`config.mk`:
```
export PLATFORM = sky130hd
export DESIGN_NAME = button_toggle_switch
export DESIGN_NICKNAME = d
export VERILOG_FILES = /design/src/rtl/fsm_pkg.sv /design/src/rtl/sync_2ff.sv /design/src/rtl/button_toggle_switch.sv
export SDC_FILE = /design/constraint.sdc
export NUM_CORES = 1
export LEC_CHECK = 0
export ABC_CLOCK_PERIOD_IN_PS = 2200
export CAP_MARGIN = 30
export CORE_MARGIN = 2
export CORE_UTILIZATION = 39
export CTS_CLUSTER_DIAMETER = 200
export DETAILED_ROUTE_END_ITERATION = 7
export PLACE_DENSITY = 0.62
export RECOVER_POWER = 100
export SLEW_MARGIN = 20
export SYNTH_ARGS = -nofsm -noshare
export SYNTH_HDL_FRONTEND = slang
export SYNTH_SLANG_ARGS = --single-unit
```
`constraint.sdc`:
```
create_clock -name i_clk -period 2.2 [get_ports i_clk]
set_clock_uncertainty 0.1 [all_clocks]
set_input_delay 0.55 -clock i_clk [delete_from_list [all_inputs] [get_ports i_clk]]
set_output_delay 0.55 -clock i_clk [all_outputs]
set_load 0.005 [all_outputs]
```
`src/rtl/fsm_pkg.sv`:
```
// ============================================================================
// Module : fsm_pkg
// Brief  : Shared state encodings and debounce default for the button toggle.
// Rev    : 1.0
// ============================================================================
`default_nettype none

package fsm_pkg;

    localparam int unsigned C_DEBOUNCE_CYCLES_DEFAULT = 100000;

    typedef enum logic [1:0] {
        S_RELEASED     = 2'd0,
        S_PRESS_WAIT   = 2'd1,
        S_PRESSED      = 2'd2,
        S_RELEASE_WAIT = 2'd3
    } btn_state_t;

endpackage : fsm_pkg

`default_nettype wire

```
`src/rtl/sync_2ff.sv`:
```
// ============================================================================
// Module : sync_2ff
// Brief  : Two-flop synchronizer for a single asynchronous level.
// Rev    : 1.0
// ============================================================================
`default_nettype none

module sync_2ff (
    input  logic i_clk,
    input  logic i_reset,
    input  logic i_d,
    output logic o_q
);

    logic r_meta;
    logic r_sync;

    always_ff @(posedge i_clk or negedge i_reset) begin
        if (!i_reset) begin
            r_meta <= 1'b0;
            r_sync <= 1'b0;
        end else begin
            r_meta <= i_d;
            r_sync <= r_meta;
        end
    end

    assign o_q = r_sync;

endmodule : sync_2ff

`default_nettype wire

```
`src/rtl/button_toggle_switch.sv`:
```
// ============================================================================
// Module : button_toggle_switch
// Brief  : Debounced pushbutton that flips a registered on/off switch per press.
// Rev    : 1.0
// ============================================================================
`default_nettype none

module button_toggle_switch
    import fsm_pkg::*;
#(
    parameter int unsigned DEBOUNCE_CYCLES = C_DEBOUNCE_CYCLES_DEFAULT
) (
    input  logic i_clk,
    input  logic i_reset,
    input  logic i_button,
    output logic o_OnOffSW,
    output logic o_btn_stable,
    output logic o_press_pulse
);

    localparam int unsigned           C_CNT_W    = (DEBOUNCE_CYCLES > 2) ? $clog2(DEBOUNCE_CYCLES) : 1;
    localparam logic [C_CNT_W-1:0]    C_CNT_LAST = C_CNT_W'(DEBOUNCE_CYCLES - 1);

    logic               w_btn_sync;
    btn_state_t         r_state;
    btn_state_t         w_state_nxt;
    logic [C_CNT_W-1:0] r_cnt;
    logic [C_CNT_W-1:0] w_cnt_nxt;
    logic               w_accept_press;
    logic               w_accept_release;
    logic               r_onoff;
    logic               r_stable;
    logic               r_pulse;

    sync_2ff u_sync (
        .i_clk   (i_clk),
        .i_reset (i_reset),
        .i_d     (i_button),
        .o_q     (w_btn_sync)
    );

    always_ff @(posedge i_clk or negedge i_reset) begin
        if (!i_reset) begin
            r_state <= S_RELEASED;
            r_cnt   <= '0;
        end else begin
            r_state <= w_state_nxt;
            r_cnt   <= w_cnt_nxt;
        end
    end

    // Counter is cleared on every state change and compared before it can wrap.
    always_comb begin
        w_state_nxt      = r_state;
        w_cnt_nxt        = r_cnt;
        w_accept_press   = 1'b0;
        w_accept_release = 1'b0;
        case (r_state)
            S_RELEASED: begin
                if (w_btn_sync) begin
                    w_state_nxt = S_PRESS_WAIT;
                    w_cnt_nxt   = '0;
                end
            end
            S_PRESS_WAIT: begin
                if (!w_btn_sync) begin
                    w_state_nxt = S_RELEASED;
                    w_cnt_nxt   = '0;
                end else if (r_cnt == C_CNT_LAST) begin
                    w_state_nxt    = S_PRESSED;
                    w_cnt_nxt      = '0;
                    w_accept_press = 1'b1;
                end else begin
                    w_cnt_nxt = r_cnt + 1'b1;
                end
            end
            S_PRESSED: begin
                if (!w_btn_sync) begin
                    w_state_nxt = S_RELEASE_WAIT;
                    w_cnt_nxt   = '0;
                end
            end
            S_RELEASE_WAIT: begin
                if (w_btn_sync) begin
                    w_state_nxt = S_PRESSED;
                    w_cnt_nxt   = '0;
                end else if (r_cnt == C_CNT_LAST) begin
                    w_state_nxt      = S_RELEASED;
                    w_cnt_nxt        = '0;
                    w_accept_release = 1'b1;
                end else begin
                    w_cnt_nxt = r_cnt + 1'b1;
                end
            end
            default: begin
                w_state_nxt = S_RELEASED;
                w_cnt_nxt   = '0;
            end
        endcase
    end

    always_ff @(posedge i_clk or negedge i_reset) begin
        if (!i_reset) begin
            r_onoff  <= 1'b0;
            r_stable <= 1'b0;
            r_pulse  <= 1'b0;
        end else begin
            r_pulse <= w_accept_press;
            if (w_accept_press) begin
                r_onoff  <= ~r_onoff;
                r_stable <= 1'b1;
            end else if (w_accept_release) begin
                r_stable <= 1'b0;
            end
        end
    end

    assign o_OnOffSW     = r_onoff;
    assign o_btn_stable  = r_stable;
    assign o_press_pulse = r_pulse;

endmodule : button_toggle_switch

`default_nettype wire

```
## Word level (Yosys, flattened, before mapping)

Cells that the tools add are included.

- Bits of input ports: 3
- Output and inout port bits: 3
- Register bits after elaboration: 24
- Word-level logic and storage cells: 41

- Reduce and logical (&&, ||, !) cells: 4
- Bitwise operators: 1
- Equal/unequal tests: 8
- Muxes and demuxes: 20
- Add/subtract/negate cells: 1

Operators by type and width:

| kind | count |
|---|---|
| 17-bit two-way mux | 5 |
| 17-bit one-hot mux with 4 select lines | 1 |
| 17-bit by 1-bit adder with 17-bit output, second input constant | 1 |
| 17-bit == test, second input constant | 1 |
| 2-bit two-way mux | 6 |
| 2-bit one-hot mux with 4 select lines | 1 |
| 1-bit two-way mux | 7 |
| 2-bit == test, second input constant | 2 |
| 4-bit AND reduction | 1 |
| 3-bit by 2-bit != test with 1-bit output, second input constant | 1 |
| 3-bit != test, second input constant | 1 |
| 2-bit by 1-bit == test with 1-bit output, second input constant | 1 |
| 2-bit zero test | 1 |
| 2-bit by 1-bit != test with 1-bit output, second input constant | 1 |
| 2-bit != test, second input constant | 1 |
| 2-bit AND reduction | 1 |
| 2-bit nonzero test | 1 |
| 1-bit inverter | 1 |

## Logic depth before layout (Yosys ltp)

- Word-level depth: 6
- Depth in mapped cells: 7
- Gate-level depth less buffers: 5

## By module

Synthesis repeated with hierarchy kept, for this count alone.

- Cell total of the unflattened synthesis: 131
- Area, all modules: 1224.9 um2

By module, submodules not included:

| module | seq. area each (um2) | cells an instance | area an instance (um2) | instances |
|---|---|---|---|---|
| button_toggle_switch | 550.5 | 129 | 1174.9 | 1 |
| sync_2ff | 50.0 | 2 | 50.0 | 1 |

## Worst setup path before layout

OpenSTA, ideal clock, no wires.

- Kind: flip-flop to flip-flop
- Start: register r_cnt[0]
- End: register with a tool-made name
- Required time: 1.975 ns
- Stages on the path, launching flop included: 7
- Period minus slack after synthesis: 1.756 ns
- Slack: 0.444 ns
- Setup time: 0.125 ns
- Buffers on the path: 1
- Arrival: 1.532 ns
- Cell sequence: dfrtp_1 > ha_1 > and4_1 > buf_2 > nand4_4 > a21boi_1 > mux2_2

RTL lines:

| element | line | RTL |
|---|---|---|
| start, declared | button_toggle_switch.sv:27 | `logic [C_CNT_W-1:0] r_cnt;` |
| start signal, assigned | button_toggle_switch.sv:48 | `r_cnt <= w_cnt_nxt;` |

==> run summary <==
Core Rows: 21
worst hold start: u_sync.r_meta
IO buf count: 5
run status: complete, no violations
Area Overhead vs Synth: 9.091%
vias in the first global route: 1,088
Fin. Hold Viols: 0
Max Freq: 496.9 MHz
crit path launch type: register
total CTS buffers: 3
residual DRC count: 0
Max clock buf depth: 2
Max stage delay on crit path: 0.43 ns
first drt pass iteration count: 4
final worst setup slack: 0.1876 ns
min cycle time layout: 2.012 ns
Post-CTS Setup Inserts: 0
Mapped Area: 1404 um2
Multi-input gate area: 715.7 um2
CP endpoint kind: register
post_cts resized: 0
ranking of synthesized cells by area: dfrtp_1 43%, a31oi_1 9.4%, nand3_1 4.3%, nand4_4 3.0%, nand4_1 2.7%
count of boundary I/O pins: 6
Die X: 64.00 um
First DRT Iteration DRCs: 83
dpl hpwl: 2125 um
Static Leak: 0.6258 nW
Crit Path Max Fanout: 7
Hold Buf Count CTS: 0
part of the Yosys area used for sequential elements: 0.4278
# fillers: 316
Cells after DPL: 186
grt ovf: 0
Vias: 1,158
Sequential Area: 600.6 um2
ant diodes: 0
Mapped Cells: 138
Max Slew Vio Count: 0
# clock sinks: 24
R2R depth: 5
Required @ worst endpoint: 2.32 ns
Total Power: 1.272 mW
drt via density: 6.095
commonest non-fill, non-tap cell in the layout: dfrtp_1
Hold WC Path Type: reg2reg
WL/cell: 15.97 um
htree depth: 1
CTS Root Cell: clkbuf_4
initial antenna violation count: 0
clk_lat worst skew: 0.33 ns
worst r2r src: r_cnt[0]
post-route cell area: 1531 um2
RSZ-0062 raised after global routing: false
post-route ant nets: 0
GPL Wtd Cong: 0.8577
first-pass GRT wire length: 5216 um
Worst-Margin Slew: 0.6017 ns
Primary FF master, synth: dfrtp_1
Post-synth ARST share: 1.000
largest net degree at the start of global routing: 25
CTS tree: yes
setup TNS: 0 ns
Synth Warn #: 0
pre-CTS setup slack: 0.3043 ns
top cell type by total area after synthesis: dfrtp_1
Overall Global Routing Usage: 0.1619
Slowest cell on crit path: dfrtp_1
Nets: 149
commonest cells after routing, fill and taps aside: 24 x dfrtp_1, 21 x a31oi_1, 12 x nand3_1, 9 x nand2_1
Yosys cell types: 42
VDD IR max: 0.5833 mV
crit path DAT: 2.13 ns
R2R Setup Slk: 0.19 ns
sink of the worst hold path: u_sync.o_q
Max Cap Violations: 0
Synth top area share: 0.4278
Slew headroom: 0.5974
core outline area: 3390 um2
Die ar.: 4095 um2
layout cells sized above 1: 0.1528
hold path depth: 0
Yosys reg bits: 24
final core utilization: 0.4518
Initial Util: 0.4142
final critical-path share of the clock period: 0.9147
Die Ht: 64.00 um
Post-synth EDFFs: 0
non-filler cells, final: 190
worst hold slack: 0.2638 ns
Post-Syn Nets: 142
Setup CP Type: reg2reg
Reg clk slew, reported paths: 0.13 ns
worst path cell trace: ha_1 -> and4_1 -> nand4_4 -> a21boi_0 -> mux2_2
DRT Wirelength: 3035 um
pwr/cell area: 830.3 nW/um2
syn avg cell area: 10.17 um2
final setup violation count: 0
dpl cell area: 1494 um2
worst max path at each step:
stage | from | to
6_report | r_cnt[0] | register
5_1_grt | r_cnt[0] | register
4_1_cts | r_cnt[0] | register
3_5_place_dp | r_cnt[0] | register
3_3_place_gp | r_cnt[0] | register
2_1_floorplan | r_cnt[0] | register
kinds of logic after synthesis:
logic type,after synthesis,share of synthesized area
adder cells (fa/ha/maj),1,0.008911
XOR/XNOR,2,0.01248
flip-flops,24,0.4278
AO/OA/AOI/OAI,38,0.1863
multiplexers,1,0.008021
buffers and inverters,13,0.05793
AND/OR/NAND/NOR,59,0.2986
sequential cells by signal, summed over array words and instances (netlist names), named ones only:
name           flops
r_cnt             17
u_sync.r_meta      1
r_state            1
o_OnOffSW          1
o_btn_stable       1
u_sync.o_q         1
o_press_pulse      1
final cells by class:
type	count	share of cell area
Multi-Input combinational cell	101	0.4673
Clock buffer	3	0.01471
Inverter	3	0.007353
Sequential cell	24	0.3922
Timing Repair Buffer	12	0.06127
Clock inverter	1	0.01961
Tap cell	46	0.03758
critical path: cells and delay by family, from the launching register on:
kind	cells	cell delay, ns
multiplexers	1	0.37
AO/OA/AOI/OAI	1	0.27
flip-flops	1	0.43
AND/OR/NAND/NOR	2	0.51
adder cells (fa/ha/maj)	1	0.24
power breakdown:
group	total [mW]	switching (mW)	internal [mW]	leakage, nW
combinational	0.397	0.254	0.142	0.273
clock	0.329	0.145	0.184	0.0279
sequential	0.546	0.0586	0.488	0.325
total	1.27	0.458	0.814	0.626
cell usage after synthesis, types with 3 or more instances:
master / n
dfrtp_1: 24
a31oi_1: 21
nand3_1: 12
nand2_1: 9
nand4_1: 6
nor2_1: 6
buf_2: 5
and4_1: 4
o211ai_1: 4
buf_6: 3
inv_1: 3
nor4_1: 3
metal layers:
layer  wire (um)  part of all wire  GRT usage  vias up
met5           0                 0          0        -
met2        1360              0.45     0.2318       31
met4          60             0.020    0.05435        0
met1        1423              0.47     0.2314      564
li1            -                 -          -      557
met3         190             0.063    0.04754        6
Power figures use the tool's default switching activity.
